**src/rtl/ladybird_config.sv**
```systemverilog
// Core-wide configuration: datapath width and shared FSM state types.
package ladybird_config;

   localparam int unsigned XLEN = 32;

   // Load/store unit sequencing states
   typedef enum logic [1:0] {
      IDLE = 2'd0,
      REQ  = 2'd1,
      WAIT = 2'd2,
      RESP = 2'd3
   } lsu_state_t;

endpackage

```
**src/rtl/ladybird_riscv_helper.sv**
```systemverilog
// RISC-V encoding constants shared by the core.
package ladybird_riscv_helper;

   // Load/store funct3 width/sign encodings
   localparam logic [2:0] FUNCT3_B  = 3'b000;
   localparam logic [2:0] FUNCT3_H  = 3'b001;
   localparam logic [2:0] FUNCT3_W  = 3'b010;
   localparam logic [2:0] FUNCT3_BU = 3'b100;
   localparam logic [2:0] FUNCT3_HU = 3'b101;

endpackage

```
**src/rtl/ladybird_lsu_align.sv**
```systemverilog
// Byte-lane logic for the LSU: store replication/strobes, load extraction/extension,
// and request legality checks. Purely combinational.
module ladybird_lsu_align
   import ladybird_riscv_helper::*;
#(
   parameter int unsigned XLEN = ladybird_config::XLEN
) (
   input  logic [1:0]      req_addr,
   input  logic [2:0]      req_funct,
   input  logic            req_we,
   input  logic [XLEN-1:0] req_data,
   output logic [XLEN-1:0] st_wdata,
   output logic [3:0]      st_strb,
   output logic            misaligned,
   output logic            illegal,
   input  logic [1:0]      ld_addr,
   input  logic [2:0]      ld_funct,
   input  logic [XLEN-1:0] ld_rdata,
   output logic [XLEN-1:0] ld_data
);

   logic [XLEN-1:0] ld_shifted;
   logic [15:0]     ld_half;

   // Legality: stores only allow B/H/W, loads additionally BU/HU
   always_comb begin
      illegal    = 1'b0;
      misaligned = 1'b0;
      if (req_we) begin
         illegal = !(req_funct inside {FUNCT3_B, FUNCT3_H, FUNCT3_W});
      end else begin
         illegal = !(req_funct inside {FUNCT3_B, FUNCT3_H, FUNCT3_W, FUNCT3_BU, FUNCT3_HU});
      end
      // funct3[1:0] encodes access size for both signed and unsigned forms
      case (req_funct[1:0])
         2'b01:   misaligned = req_addr[0];
         2'b10:   misaligned = (req_addr != 2'b00);
         default: misaligned = 1'b0;
      endcase
   end

   // Store lane replication so the bus can pick any lane with the strobes
   always_comb begin
      st_wdata = '0;
      st_strb  = 4'b0000;
      if (req_we) begin
         case (req_funct)
            FUNCT3_B: begin
               st_wdata = {4{req_data[7:0]}};
               st_strb  = 4'b0001 << req_addr;
            end
            FUNCT3_H: begin
               st_wdata = {2{req_data[15:0]}};
               st_strb  = req_addr[1] ? 4'b1100 : 4'b0011;
            end
            FUNCT3_W: begin
               st_wdata = req_data;
               st_strb  = 4'b1111;
            end
            default: begin
               st_wdata = '0;
               st_strb  = 4'b0000;
            end
         endcase
      end
   end

   // Load lane extraction and sign/zero extension
   always_comb begin
      ld_shifted = ld_rdata >> {ld_addr, 3'b000};
      ld_half    = ld_addr[1] ? ld_rdata[31:16] : ld_rdata[15:0];
      case (ld_funct)
         FUNCT3_B:  ld_data = {{24{ld_shifted[7]}}, ld_shifted[7:0]};
         FUNCT3_H:  ld_data = {{16{ld_half[15]}}, ld_half};
         FUNCT3_W:  ld_data = ld_rdata;
         FUNCT3_BU: ld_data = {24'd0, ld_shifted[7:0]};
         FUNCT3_HU: ld_data = {16'd0, ld_half};
         default:   ld_data = '0;
      endcase
   end

endmodule

```
**src/rtl/ladybird_lsu.sv**
```systemverilog
// Load/store unit: one request per handshake, converted to an aligned word bus access,
// with error responses for illegal/misaligned requests and bus timeouts.
module ladybird_lsu
   import ladybird_config::*;
#(
   parameter int unsigned XLEN           = ladybird_config::XLEN,
   parameter int unsigned TIMEOUT_CYCLES = 256
) (
   input  logic            clk,
   input  logic            nrst,
   input  logic            i_valid,
   output logic            i_ready,
   input  logic [XLEN-1:0] i_addr,
   input  logic [XLEN-1:0] i_data,
   input  logic            i_we,
   input  logic [2:0]      i_funct,
   output logic            o_valid,
   input  logic            o_ready,
   output logic [XLEN-1:0] o_data,
   output logic            o_error,
   output logic            bus_req,
   input  logic            bus_gnt,
   output logic [XLEN-1:0] bus_addr,
   output logic            bus_we,
   output logic [XLEN-1:0] bus_wdata,
   output logic [3:0]      bus_strb,
   input  logic            bus_rvalid,
   input  logic [XLEN-1:0] bus_rdata
);

   localparam int unsigned    CntW    = (TIMEOUT_CYCLES > 1) ? $clog2(TIMEOUT_CYCLES) : 1;
   localparam logic [CntW-1:0] CntLast =
      CntW'((TIMEOUT_CYCLES == 0) ? 0 : TIMEOUT_CYCLES - 1);

   lsu_state_t      state_q, state_d;
   logic [1:0]      addr_lo_q;
   logic [2:0]      funct_q;
   logic            we_q;
   logic [XLEN-1:0] bus_addr_q;
   logic            bus_we_q;
   logic [XLEN-1:0] bus_wdata_q;
   logic [3:0]      bus_strb_q;
   logic [XLEN-1:0] o_data_q;
   logic            o_error_q;
   logic [CntW-1:0] cnt_q;

   logic [XLEN-1:0] st_wdata;
   logic [3:0]      st_strb;
   logic            misaligned;
   logic            illegal;
   logic [XLEN-1:0] ld_data;
   logic            req_bad;
   logic            timeout_hit;

   ladybird_lsu_align #(
      .XLEN (XLEN)
   ) u_align (
      .req_addr   (i_addr[1:0]),
      .req_funct  (i_funct),
      .req_we     (i_we),
      .req_data   (i_data),
      .st_wdata   (st_wdata),
      .st_strb    (st_strb),
      .misaligned (misaligned),
      .illegal    (illegal),
      .ld_addr    (addr_lo_q),
      .ld_funct   (funct_q),
      .ld_rdata   (bus_rdata),
      .ld_data    (ld_data)
   );

   assign req_bad     = illegal | misaligned;
   assign timeout_hit = (TIMEOUT_CYCLES != 0) && (cnt_q == CntLast);

   // Outputs come only from registers or decoded state
   assign i_ready   = (state_q == IDLE);
   assign o_valid   = (state_q == RESP);
   assign bus_req   = (state_q == REQ);
   assign o_data    = o_data_q;
   assign o_error   = o_error_q;
   assign bus_addr  = bus_addr_q;
   assign bus_we    = bus_we_q;
   assign bus_wdata = bus_wdata_q;
   assign bus_strb  = bus_strb_q;

   // Next-state: timeout beats a grant in REQ, completion beats timeout in WAIT
   always_comb begin
      state_d = state_q;
      unique case (state_q)
         IDLE: if (i_valid) state_d = req_bad ? RESP : REQ;
         REQ: begin
            if (timeout_hit)  state_d = RESP;
            else if (bus_gnt) state_d = WAIT;
         end
         WAIT: if (bus_rvalid || timeout_hit) state_d = RESP;
         RESP: if (o_ready) state_d = IDLE;
         default: state_d = IDLE;
      endcase
   end

   // State, request, response and timeout registers
   always_ff @(posedge clk) begin
      if (!nrst) begin
         state_q     <= IDLE;
         addr_lo_q   <= 2'b00;
         funct_q     <= 3'b000;
         we_q        <= 1'b0;
         bus_addr_q  <= '0;
         bus_we_q    <= 1'b0;
         bus_wdata_q <= '0;
         bus_strb_q  <= 4'b0000;
         o_data_q    <= '0;
         o_error_q   <= 1'b0;
         cnt_q       <= '0;
      end else begin
         state_q <= state_d;
         unique case (state_q)
            IDLE: begin
               cnt_q <= '0;
               if (i_valid) begin
                  o_data_q <= '0;
                  if (req_bad) begin
                     o_error_q <= 1'b1;
                  end else begin
                     o_error_q   <= 1'b0;
                     addr_lo_q   <= i_addr[1:0];
                     funct_q     <= i_funct;
                     we_q        <= i_we;
                     bus_addr_q  <= {i_addr[XLEN-1:2], 2'b00};
                     bus_we_q    <= i_we;
                     bus_wdata_q <= st_wdata;
                     bus_strb_q  <= st_strb;
                  end
               end
            end
            REQ, WAIT: begin
               cnt_q <= cnt_q + CntW'(1);
               if (state_q == WAIT && bus_rvalid) begin
                  o_data_q  <= we_q ? '0 : ld_data;
                  o_error_q <= 1'b0;
               end else if (timeout_hit) begin
                  o_data_q  <= '0;
                  o_error_q <= 1'b1;
               end
            end
            default: ;
         endcase
      end
   end

endmodule

```
**config.mk**
```make
export PLATFORM = sky130hd
export DESIGN_NAME = ladybird_lsu
export DESIGN_NICKNAME = d
export VERILOG_FILES = /design/src/rtl/ladybird_config.sv /design/src/rtl/ladybird_riscv_helper.sv /design/src/rtl/ladybird_lsu_align.sv /design/src/rtl/ladybird_lsu.sv
export SDC_FILE = /design/constraint.sdc
export NUM_CORES = 1
export LEC_CHECK = 0
export BUFFER_PORTS_ARGS = -buffer_cell sky130_fd_sc_hd__buf_2
export CORE_ASPECT_RATIO = 2
export CORE_MARGIN = 2
export CORE_UTILIZATION = 45
export CTS_CLUSTER_DIAMETER = 120
export DETAILED_ROUTE_END_ITERATION = 8
export PLACE_DENSITY = 0.77
export SLEW_MARGIN = 20
export SYNTH_ARGS = -nofsm -noshare
export SYNTH_HDL_FRONTEND = slang
export SYNTH_SLANG_ARGS = --single-unit
```
**constraint.sdc**
```tcl
create_clock -name clk -period 2 [get_ports clk]
set_input_delay 0.5 -clock clk [delete_from_list [all_inputs] [get_ports clk]]
set_output_delay 0.5 -clock clk [all_outputs]
set_load 0.01 [all_outputs]
```
### Yosys cells after proc, flatten, opt, wreduce, memory -nomap -nowiden

Index checks and enable logic that the tools add are counted.

* multipliers: 0
* bitwise operators: 2
* muxes and demuxes: 27
* eq/ne operators: 19
* shifts and indexed selects: 2
* reductions and logical operators: 15
* divide/modulo/power cells: 0
* magnitude comparators: 0
* $add $sub $neg: 1

Operators with widths (count)
* $mux W32: 5
* $pmux W32 S5: 1
* $pmux W32 S3: 1
* $pmux W32 S2: 1
* $shr A32 B5 Y8: 1
* $mux W16: 1
* $pmux W8 S2: 1
* $eq A3 B3 Y1 const B: 4
* $mux W2: 6
* $pmux W4 S3: 1
* $add A8 B1 Y8 const B: 1
* $eq A8 B8 Y1 const B: 1
* $mux W4: 2
* $pmux W2 S4: 1
* $eq A2 B2 Y1 const B: 3
* $eq A3 B1 Y1 const B: 2
* $eq A3 B2 Y1 const B: 2
* $logic_not A3 Y1: 2
* $reduce_and A3 Y1: 2
* $mux W1: 5
* $reduce_bool A5 Y1: 1
* $eq A2 B1 Y1 const B: 2
* $ne A2 B2 Y1 const B: 2
* $pmux W1 S2: 2
* other kinds (14): 16

* logic and storage cells: 76
* latch bits: 0
* bits in writable memories: 0
* ROM bits: 0
* register bits after elaboration: 115
* memories: 0

### Depth between registers and ports, before layout

* depth in word-level cells: 8
* depth in mapped cells: 9
* gate-level depth less buffers: 6

### By module

A second synthesis with hierarchy kept.

* cells, all modules: 760
* area, all modules: 6090.8 sq um

By module, submodules not included
* ladybird_lsu: times used 1, cells each 528, area an instance 4575.6 sq um, seq. area each 2302.2 sq um
* ladybird_lsu_align: times used 1, cells each 232, area an instance 1515.2 sq um, seq. area each 0.0 sq um

### Worst setup path after synthesis

OpenSTA, ideal clock, no wires.

* path type: reg2reg
* from: register state_q[0]
* to: register o_data_q[22], in the netlist o_data[22]
* setup slack: -0.309 ns
* required time: 1.942 ns
* path buffers: 3
* setup time: 0.058 ns
* period minus slack after synthesis: 2.309 ns
* stages on the path, launching flop included: 10
* arrival time: 2.251 ns
* path through: dfxtp_1 > inv_1 > ha_1 > buf_6 > nor2b_4 > or4_1 > buf_2 > nor4b_4 > buf_6 > a221o_2

* elaborated cells on any way between the ends: 11

RTL lines
* from (decl): RTL line ladybird_lsu.sv:35 `lsu_state_t state_q, state_d;`
* from (signal assigned): RTL line ladybird_lsu.sv:116 `state_q <= state_d;`
* $logic_not A2 Y1 (*)
* net i_ready: RTL line ladybird_lsu.sv:12 `output logic i_ready,`
* $ne A2 B2 Y1 (no source line) or $reduce_bool A2 Y1 (tied branches)
* $reduce_and A3 Y1 (no source line)
* to (signal assigned): RTL line ladybird_lsu.sv:139 `o_data_q <= we_q ? '0 : ld_data;`
* to (decl): RTL line ladybird_lsu.sv:43 `logic [XLEN-1:0] o_data_q;`

Mark *: on every way through the listed nets, which the timed path passes. The rest lies on a longest branch.
A chain may end at the register's enable or synchronous reset.

### Final worst setup path

* from: register state_q[1]
* to: register o_data_q[20], in the netlist o_data[20]

* longest elaborated chain between the ends: 4
* elaborated cells on any way between the ends: 11

Ends and longest elaborated chain (RTL line)
* $eq A2 B1 Y1 or $eq A2 B2 Y1 (tied branches): ladybird_lsu.sv:117, ladybird_lsu.sv:138
* $reduce_or A2 Y1 or $logic_and A1 B1 Y1 (tied branches): ladybird_lsu.sv:117, ladybird_lsu.sv:138
* $ne A3 B3 Y1 (no source line) (tied with other cells)
* $reduce_and A3 Y1 (no source line) or $pmux W32 S2 (tied branches)

Parallel ways exist; a longest one is shown, timed or not.

==> results.cfg <==
[status]
outcome = completed

[critical_path]
path_cells = inv_2, ha_4, nand2_1, or4_4, nor4b_4, buf_12, a221o_1
endpoint_kind = register
cp.required_ps = 2340
crit_type = register to register
start_kind = register
timing.critical_path.buf_inv = 2
cpPeakStageDelay_ps = 530
cpMaxStageDelayCell = or4_4
crit_fanout = 16
crit_arrival_ps = 2280
crit_family = simple AND/OR/NAND/NOR gates

[synthesis]
avgSynthCellArea_um2 = 9.16
synth_cells = 612
yosys_warnings = 0
synth_cell_types = 59
ys.flop_type = dfxtp_1
async_flop_share_pct = 0
yosys_register_bits = 115
synth_edf_count = 0
yosysSeqAreaShare_pct = 41.1
syn_area_um2 = 5600

[route]
drt-initial-drc-count = 263
drt-vias-per-instance = 5.43
firstDrtPassIters = 4
drt-total-wl_mm = 16.3
wl_per_cell_um = 16.3
drc = 0
vias = 5413
ant_nets = 0

[placed_design]
place_congestion = 0.916
dp_hpwl_mm = 12.5
dp.cells = 966
port-buffer-count = 208

[cts]
clock-root-buffer = clkbuf_16
htree_num_levels = 4
hold_buffers = 0
worstSkewPairLatency_ps = 400
cts_tree = built
cts_made_buffers = 17
cts.sinks = 115
path_clk_slew_ps = 50
clk_path_buf_depth = 2

[sta]
setup_violations = 0
finalMaxSlewViolations = 0
finClkSkew_ps = 7.02
fmax_mhz = 515
hold_slack_ps = 327
post-route-period-util_pct = 97.0
worst_pin_slew_ps = 806
period_minus_slack_ps = 1940
relSlewSlack_pct = 46.1
final-hold-violation-count = 0

[pwr]
swShare_pct = 29.9
power_frac_seq_pct = 33.3
comb_power_share_pct = 27.0
power.switching_uw = 2330
p_leak_uw = 0.00342
finalPower_uw = 7790
power.density_nw_per_um2 = 1010
vdd_drop_max_uv = 775
power.internal_uw = 5460
clkPwrFrac_pct = 39.7

[min_path]
hold_class = input port to register

[global_route]
grt_pass1_wl_mm = 26.1
antenna_found_initial = 0
grtUsageTotal_pct = 23.9
grt_pass1_vias = 5366
grt_max_degree = 81
grt-ovfl-total = 0

[floorplan]
die_x_um = 82.9
core-area_um2 = 12100
start_util_pct = 46.2
rows = 57
io_pins = 211
dieArea_um2 = 13400
dieHeight_um = 162

[cells_and_area]
mostFrequentLayoutCell = buf_2
drive_gt1_share_pct = 38.0
multi_input_comb_area_um2 = 3090
syn2layout_area_growth_pct = 37.2
final_cell_mix = buf_2 (207), nand2_1 (145), dfxtp_1 (113)
nets = 953
fillers = 1045
n_antenna_cell = 0
register_area_um2 = 2310
fin_cells = 996

[job]
drv_cap = 0
==> registers in the layout, indices dropped and copies added, names as in the netlist <==
name,flops
o_error,1
cnt_q,8
bus_we,1
bus_wdata,32
state_q,2
bus_addr,30
bus_strb,4
o_data,32
addr_lo_q,2
funct_q,3
==> per-layer routing <==
metal	wire, um	GRT usage (%)	vias up
li1	-	-	2655
met1	6010	24.3	2545
met2	9000	45.2	180
met3	755	5.23	33
met4	490	11.6	0
met5	0	0	-
==> metrics by stage <==
stage	TNS [ps]	setup slack, ps	util (%)	instance area (um^2)
detailed placement	-6560	-100	58.3	7070
CTS	0	22.8	63.4	7680
floorplan	-6050	-111	-	5630
global placement	-4020	-72.2	58.3	7070
global route	-12.5	-12.5	63.4	7690
finish	0	59.2	63.4	7690
==> cells in the mapped netlist, types with 3 or more instances <==
| cell type | number | area share, % |
|---|---|---|
| a22o_1 | 16 | 2.5 |
| nand3_1 | 17 | 1.5 |
| inv_1 | 9 | 0.60 |
| a21oi_1 | 5 | 0.45 |
| a211oi_1 | 4 | 0.54 |
| nand4_1 | 4 | 0.45 |
| a221o_2 | 10 | 2.0 |
| o21ai_0 | 4 | 0.36 |
| o211ai_1 | 7 | 0.94 |
| nand3b_1 | 5 | 0.67 |
| mux2_2 | 8 | 1.6 |
| and2_1 | 3 | 0.34 |
| nor3_1 | 3 | 0.27 |
| a21o_1 | 10 | 1.3 |
| a221oi_1 | 8 | 1.3 |
| nor2b_1 | 10 | 1.1 |
| o2bb2ai_1 | 9 | 1.4 |
| mux2i_1 | 78 | 14 |
| buf_2 | 10 | 0.89 |
| a22oi_1 | 9 | 1.2 |
| a221o_1 | 11 | 2.0 |
| or3_1 | 3 | 0.34 |
| nand2b_1 | 7 | 0.78 |
| xor2_1 | 4 | 0.63 |
| nor2_1 | 11 | 0.74 |
| dfxtp_1 | 115 | 41 |
| a311oi_1 | 5 | 0.78 |
| clkbuf_1 | 32 | 2.1 |
| nand2_1 | 146 | 9.8 |
| ha_1 | 9 | 2.0 |
==> cell families after synthesis <==
kind of cell	count (synthesis)	synth area share, %
AO/OA/AOI/OAI	116	17.4
XOR/XNOR	5	0.782
adder cells (fa/ha/maj)	9	2.01
buffers and inverters	58	4.53
flip-flops	115	41.1
multiplexers	87	15.9
other	1	0.0669
AND/OR/NAND/NOR	221	18.2
==> final timing paths <==
check	from	to	slack, ps	cells past startpoint
worst min register to register	bus_wdata[4]	bus_wdata[4]	450	2
worst min-delay path	bus_rdata[6]	o_data[6]	330	2
worst max-delay path	state_q[1]	o_data[20]	60	7
worst max register to register	state_q[1]	o_data[20]	60	7
==> final cells by class <==
class	instances	share of cell area (%)
clock buffers	18	5.86
clock inverters	12	2.03
inverters	9	0.439
multi-input cells	440	40.1
flip-flops and latches	115	30.0
well taps	147	2.39
repair buffers	255	19.1
==> worst register-to-register path, delay by kind of cell (launching register included) <==
family	cells	cell delay, ps
adder cells (fa/ha/maj)	1	260
flip-flops	1	350
AO/OA/AOI/OAI	1	120
buffers and inverters	2	240
AND/OR/NAND/NOR	3	920
==> power groups by stage <==
stage / combinational, uW / clock, uW / sequential [uW]
3_3_place_gp: 2060 / 0 / 2630
2_1_floorplan: 1240 / 0 / 2700
4_1_cts: 2100 / 3130 / 2590
3_5_place_dp: 2080 / 0 / 2640
5_1_grt: 2290 / 3260 / 2610
6_report: 2100 / 3100 / 2590
==> repair_timing <==
action	in CTS	in global routing
setup endpoints to repair	17	32
gates resized for setup	1	2
setup buffers	0	0
pin swaps	0	1
(Power assumes the default switching activity.)
